`src/rtl/ext_act_mem_loader.sv`:
```
// Streams external 32-bit words into one half of the double-buffered activation SRAM,
// walking banks first and then rows, with a done pulse once every write has been issued.
module ext_act_mem_loader #(
    parameter int unsigned BIT_WIDTH_EXTERNAL_PORT           = 32,
    parameter int unsigned N_DIM_ARRAY                       = 8,
    parameter int unsigned ACT_NUMBER_OF_WORDS_PER_ROW       = 4,
    parameter int unsigned PER_BUFFER_ACTIVATION_MEMORY_SIZE = 32768,
    parameter int unsigned WADDR_W                           = 13,
    parameter int unsigned BANK_W                            = 3,
    parameter int unsigned ROW_W                             = 10,
    parameter int unsigned LEN_W                             = 16
) (
    input  logic                                   clk,
    input  logic                                   reset,
    input  logic                                   cmd_start,
    input  logic                                   cmd_buf_sel,
    input  logic [WADDR_W-1:0]                     cmd_base_waddr,
    input  logic [LEN_W-1:0]                       cmd_len_bytes,
    input  logic                                   cmd_abort,
    input  logic                                   in_valid,
    input  logic [BIT_WIDTH_EXTERNAL_PORT-1:0]     in_data,
    output logic                                   in_ready,
    output logic                                   mem_wr_en,
    output logic                                   mem_wr_buf,
    output logic [BANK_W-1:0]                      mem_wr_bank,
    output logic [ROW_W-1:0]                       mem_wr_row,
    output logic [BIT_WIDTH_EXTERNAL_PORT-1:0]     mem_wr_data,
    output logic [ACT_NUMBER_OF_WORDS_PER_ROW-1:0] mem_wr_be,
    output logic                                   busy,
    output logic                                   done,
    output logic                                   err
);

    localparam int unsigned BeW  = ACT_NUMBER_OF_WORDS_PER_ROW;
    localparam int unsigned SumW = WADDR_W + LEN_W;

    typedef enum logic [1:0] {StIdle, StStream, StFinish} state_e;

    state_e                             state_q;
    logic                               buf_q;
    logic [WADDR_W-1:0]                 base_q;
    logic [LEN_W-1:0]                   cnt_q;
    logic [LEN_W-1:0]                   nwords_q;
    logic [BeW-1:0]                     last_be_q;
    logic                               err_q;
    logic                               done_q;
    logic                               mem_wr_en_q;
    logic                               mem_wr_buf_q;
    logic [BANK_W-1:0]                  mem_wr_bank_q;
    logic [ROW_W-1:0]                   mem_wr_row_q;
    logic [BIT_WIDTH_EXTERNAL_PORT-1:0] mem_wr_data_q;
    logic [BeW-1:0]                     mem_wr_be_q;

    logic [LEN_W-1:0]   rem;
    logic [LEN_W-1:0]   nwords_d;
    logic [BeW-1:0]     last_be_d;
    logic               range_err;
    logic               hs;
    logic               last_word;
    logic [WADDR_W-1:0] waddr;

    always_comb begin
        rem       = cmd_len_bytes % LEN_W'(BeW);
        nwords_d  = LEN_W'((SumW'(cmd_len_bytes) + SumW'(BeW - 1)) / SumW'(BeW));
        last_be_d = '0;
        for (int i = 0; i < BeW; i++) begin
            last_be_d[i] = (rem == '0) || (LEN_W'(i) < rem);
        end
        range_err = (SumW'(cmd_base_waddr) * SumW'(BeW) + SumW'(cmd_len_bytes))
                    > SumW'(PER_BUFFER_ACTIVATION_MEMORY_SIZE);
    end

    // Gated by reset so a word offered during reset is never considered taken.
    assign in_ready  = (state_q == StStream) && !cmd_abort && !reset;
    assign hs        = in_valid && in_ready;
    assign last_word = (cnt_q == nwords_q - 1'b1);
    assign waddr     = base_q + WADDR_W'(cnt_q);

    always_ff @(posedge clk) begin
        if (reset) begin
            state_q       <= StIdle;
            buf_q         <= 1'b0;
            base_q        <= '0;
            cnt_q         <= '0;
            nwords_q      <= '0;
            last_be_q     <= '0;
            err_q         <= 1'b0;
            done_q        <= 1'b0;
            mem_wr_en_q   <= 1'b0;
            mem_wr_buf_q  <= 1'b0;
            mem_wr_bank_q <= '0;
            mem_wr_row_q  <= '0;
            mem_wr_data_q <= '0;
            mem_wr_be_q   <= '0;
        end else begin
            mem_wr_en_q <= hs;
            if (hs) begin
                mem_wr_buf_q  <= buf_q;
                mem_wr_bank_q <= BANK_W'(waddr % WADDR_W'(N_DIM_ARRAY));
                mem_wr_row_q  <= ROW_W'(waddr / WADDR_W'(N_DIM_ARRAY));
                mem_wr_data_q <= in_data;
                mem_wr_be_q   <= last_word ? last_be_q : {BeW{1'b1}};
            end else begin
                mem_wr_be_q <= '0;
            end

            unique case (state_q)
                StIdle: begin
                    if (cmd_start) begin
                        buf_q     <= cmd_buf_sel;
                        base_q    <= cmd_base_waddr;
                        cnt_q     <= '0;
                        nwords_q  <= nwords_d;
                        last_be_q <= last_be_d;
                        err_q     <= 1'b0;
                        if (cmd_len_bytes == '0) begin
                            state_q <= StFinish;
                            done_q  <= 1'b1;
                        end else if (range_err) begin
                            err_q   <= 1'b1;
                            state_q <= StFinish;
                            done_q  <= 1'b1;
                        end else begin
                            state_q <= StStream;
                        end
                    end
                end
                StStream: begin
                    if (cmd_abort) begin
                        state_q <= StFinish;
                    end else if (hs) begin
                        cnt_q <= cnt_q + 1'b1;
                        if (last_word) begin
                            state_q <= StFinish;
                        end
                    end
                end
                StFinish: begin
                    // After streaming, wait one cycle so the final write lands before done.
                    if (done_q) begin
                        done_q  <= 1'b0;
                        state_q <= StIdle;
                    end else begin
                        done_q <= 1'b1;
                    end
                end
                default: state_q <= StIdle;
            endcase
        end
    end

    assign mem_wr_en   = mem_wr_en_q;
    assign mem_wr_buf  = mem_wr_buf_q;
    assign mem_wr_bank = mem_wr_bank_q;
    assign mem_wr_row  = mem_wr_row_q;
    assign mem_wr_data = mem_wr_data_q;
    assign mem_wr_be   = mem_wr_be_q;
    assign busy        = (state_q == StStream);
    assign done        = done_q;
    assign err         = err_q;

endmodule

```
`config.mk`:
```
export PLATFORM = sky130hd
export DESIGN_NAME = ext_act_mem_loader
export DESIGN_NICKNAME = d
export VERILOG_FILES = /design/src/rtl/ext_act_mem_loader.sv
export SDC_FILE = /design/constraint.sdc
export NUM_CORES = 1
export LEC_CHECK = 0
export CAP_MARGIN = 30
export CORE_UTILIZATION = 50
export DETAILED_ROUTE_END_ITERATION = 6
export DONT_BUFFER_PORTS = 1
export PLACE_DENSITY_LB_ADDON = 0.12
export SYNTH_ARGS = -nofsm -noshare
export SYNTH_HDL_FRONTEND = slang
export SYNTH_SLANG_ARGS = --single-unit
```
`constraint.sdc`:
```
create_clock -name clk -period 4.7 [get_ports clk]
set_clock_uncertainty 0.2 [all_clocks]
set_input_delay 0.94 -clock clk [delete_from_list [all_inputs] [get_ports clk]]
set_output_delay 0.94 -clock clk [all_outputs]
set_load 0.005 [all_outputs]
```
==> results by stage <==
Final layout:
- Of the cells placed in the final design, the portion with a size suffix greater than 1 is 5.285%.
- Compared with the post-synthesis result, the final layout area differs by 6.084%.
- The repair_antennas step left the layout with diodes totalling 0.
- After filler insertion, the fill cell instance count of the layout stands at 1,086.
- The count of nets after finishing is 812.
- The end-of-flow core utilization is 55.38%.

Clocking:
- The number of cells upsized or downsized after cts is 0.
- The number of clock buffers inserted by TritonCTS is 9.
- The clock transition time at the flip-flop clock pins of the worst setup and hold paths is 0.07 ns.
- The clock tree from TritonCTS is built.
- In this run the post-CTS setup repair buffer count came out at 0.
- The clock sink total is 104.
- The root buffer cell chosen for the clock tree is sky130_fd_sc_hd__clkbuf_16.
- The clock tree buffer depth is 2.
- The clock latency reported for the late side of the worst-skew pair is 0.35 ns.
- The H-tree was split into 3 levels.
- The count of hold buffers inserted by post-cts repair is 0.

Floorplan:
- From left edge to right edge, the die measures approximately 110 um.
- The cell row count is 38.
- The overall die height is 109.3 um.
- The core region is ~11,000 um2.
- For this configuration, the core starts out at a cell density of around 52%.
- The die covers 11,950 um2.
- 122 I/O pins were placed.

Global route:
- Global routing consumed, over all layers together, approximately a quarter of the routing resources.
- The overall overflow remaining after global route is 0.
- Entering global routing, the biggest net connects 76 pins.
- The first global-routing pass estimated 22,320 um of wire.
- The via count of the first global-routing pass is 4,620.
- The number of antenna violations at the first check in global routing is 0.

Synth:
- sky130_fd_sc_hd__nand2_1 is the most common cell in the netlist.
- The commonest cells after synthesis are sky130_fd_sc_hd__nand2_1, sky130_fd_sc_hd__dfxtp_1, sky130_fd_sc_hd__o21ai_0.
- The distinct cell type count of the synthesized netlist is 66.
- The post-synthesis async set-or-reset flop share is 0%.
- Ranked by total cell area, the synthesized netlist is headed by sky130_fd_sc_hd__dfxtp_1, sky130_fd_sc_hd__nand2_1, sky130_fd_sc_hd__ha_1.
- The proportion of netlist area held by the largest area contributor is 36.16%.
- The synthesized netlist net count is between 800 and 900.
- The cell count after synthesis came out at 736.
- Averaged over all synthesized cells, the footprint is about 8 um2.
- Yosys printed 0 warnings.
- The synthesized design contains 104 register bits.
- sky130_fd_sc_hd__dfxtp_1 takes more of the synthesized area than any other cell.
- Counting flops with a built-in enable in the synthesized netlist gives 0.
- The most common flop cell mapped by yosys is sky130_fd_sc_hd__dfxtp_1.
- After synthesis, flip-flops and latches occupy 36.16% of the total area.
- The synthesized netlist occupies a cell area of 5758 um2.

STA:
- The final critical-path required period is 3.594 ns.
- At the pin with the least slew margin, the transition time is 0.8589 ns.
- Setup violations remaining at the end of the flow were counted as 0.
- The number of hold violations in the final report is 0.
- The aggregate negative setup slack is 0 ns.
- The highest clock rate is 0.2783 GHz.
- The max-slew violation count was 0.
- The post-route fraction of the period consumed by the critical path is approximately three quarters.
- The worst relative slew slack is between 40% and 50%.
- Setup repair after global routing left no endpoint under its margin.

Drt:
- The detail-routed via count per cell is 5.860.
- The number of detailed-route iterations in the first pass is 5.
- The number of design rule violations left after detail routing is 0.
- The total number of vias is 5,034.
- The overall routed net length is 14,400 um.
- After detailed routing, the average wire length per cell comes to 16.76 um.
- The detailed router finished its first iteration with 281 violations.
- Once detail routing completed, the nets flagged for antenna violations numbered 0.

Pwr:
- The part of the total power dissipated in sequential elements is 45.8%.
- The sum of internal, switching and leakage power is about 2.2 mW.
- Of the total power, combinational logic draws 21.7%.
- The proportion of power drawn by the clock network is between 30% and 40%.
- The net switching power is approximately 720 uW.
- Cell internal power was estimated by the tool at 1.509 mW.
- The total power per unit cell area is 365.2 nW/um2.
- VDD sags by at most 0.2310 mV.
- The leakage power is around 2.3 nW.
- The net switching fraction of the power is 32.36%.

Placement:
- The count of buffers added on input and output ports is 0.
- The last weighted congestion value of the routability-driven placer is 0.8864.
- The final HPWL from detailed placement is 11,140 um.

Setup path:
- In this run the worst path has a maximum fanout of 4.
- The launching point of the worst reg2reg path is nwords_q[1].
- The length in cells of the worst reg-to-reg path is 10.
- Traced cell by cell, the critical path runs through ha_1 -> fa_1 -> a211oi_1 -> o21ai_0 -> a22o_1 -> a2111oi_0 -> nand4_1 -> o21ai_0 -> nand4_1 -> and4_1.
- The endpoint class of the critical path is a flop.
- The critical path launch point type is an input pin.
- The endpoint of the worst-slack reg-to-reg timing path is state_q[1].
- Counting both buffers and inverters, the worst setup path holds a total of 0.
- The signal arrival time at the worst endpoint is 3.64 ns.
- Data on the critical path is required at its endpoint by 4.74 ns.
- On the worst path, the slowest cell contributes a delay of 0.41 ns.
- Broken down by cell family, the worst path's largest delay share belongs to compound AO/OA/AOI/OAI gates.
- The slowest library cell on the worst path is sky130_fd_sc_hd__fa_1.
- The critical path class is in2reg.
- The worst setup slack for register-to-register paths is roughly 1.4 ns.

Run:
- Max-cap violations in this run came to 0.

Hold path:
- The path with the worst hold slack has its endpoint at mem_wr_be[2].
- The number of cells on the worst hold path is 2.
- The origin of the worst min-delay path is last_be_q[2].
- In this run the worst hold path is classified as reg2reg.

Outcome:
- The run finished with clean final reports.
metrics by stage:
step	area (um2)	instances	hold slack [ns]	setup slack [ns]
2_1_floorplan	5758	736	0.2249	1.112
3_3_place_gp	5814	843	0.2345	0.8540
3_5_place_dp	5814	843	0.2405	0.7560
4_1_cts	6108	859	0.2516	1.128
5_1_grt	6108	859	0.2670	0.8169
6_report	6108	859	0.2484	1.107
worst max path at each step:
stage	startpoint	endpoint	slack (ns)	depth (start not counted)
5_1_grt	cmd_base_waddr[0]	state_q[1]	0.82	10
3_5_place_dp	cmd_base_waddr[0]	state_q[1]	0.76	10
2_1_floorplan	cmd_base_waddr[0]	state_q[1]	1.11	10
6_report	cmd_base_waddr[0]	state_q[1]	1.11	10
3_3_place_gp	cmd_base_waddr[0]	state_q[1]	0.85	10
4_1_cts	cmd_base_waddr[0]	state_q[1]	1.13	10
cells by family after synthesis:
group,Yosys count,share of synthesized area (%)
AOI/OAI and AO/OA,181,19.54
xor gates and xnor gates,57,8.670
adders and majority gates,31,6.997
buffers and inverters,63,4.281
DFF,104,36.16
muxes,3,0.5432
and+or+nand+nor,297,23.82
power by group through the flow:
stage,Sequential [mW],Clock [mW],Combinational (mW)
finish,1.02,0.724,0.484
global placement,1.04,0,0.466
floorplan,1.01,0,0.407
CTS,1.02,0.740,0.482
detailed placement,1.04,0,0.478
global route,1.03,0.777,0.540
placed cells by master, fill, tap and decap left out, drive strengths merged, types with 5 or more instances in the layout:
| cell | count |
|---|---|
| nand2 | 127 |
| or3 | 8 |
| nor2 | 63 |
| nor4 | 7 |
| xnor2 | 22 |
| nand3 | 25 |
| xor2 | 35 |
| nand4 | 14 |
| clkbuf | 9 |
| ha | 29 |
| o211ai | 5 |
| a21oi | 47 |
| nor2b | 5 |
| nor3 | 20 |
| and3 | 5 |
| inv | 27 |
| a211oi | 21 |
| dfxtp | 104 |
| o21ai | 67 |
layer usage:
layer | up-vias | wire [um] | global-route usage (%)
li1 | 2542 | - | -
met1 | 2307 | 6488 | 29.84
met2 | 164 | 6520 | 41.15
met3 | 21 | 1062 | 5.276
met4 | 0 | 326 | 10.67
met5 | - | 0 | 0
layout make-up:
cell class,count,area [um2],area share (%)
clock buffers,9,225.2,3.687
clock inverters,7,68.82,1.127
inverters,26,97.59,1.598
multi-input cells,569,3430,56.15
flip-flops and latches,104,2082,34.08
well taps,140,175.2,2.868
repair buffers,4,30.03,0.4916
worst register-to-register path: cells and delay by family, from the launching register on:
family                     cells  cell delay (ns)
muxes                          2             0.39
buffers and inverters          1             0.12
AOI/OAI and AO/OA              2             0.58
and+or+nand+nor                4             1.31
DFF                            1             0.35
adders and majority gates      1             0.29
registers in the layout (all words and copies together) (netlist names), 2 cells and up:
name / cells
mem_wr_row: 10
mem_wr_data: 32
base_q: 13
mem_wr_bank: 3
cnt_q: 16
last_be_q: 4
state_q: 2
mem_wr_be: 4
nwords_q: 15
Power figures use the tool's default switching activity.
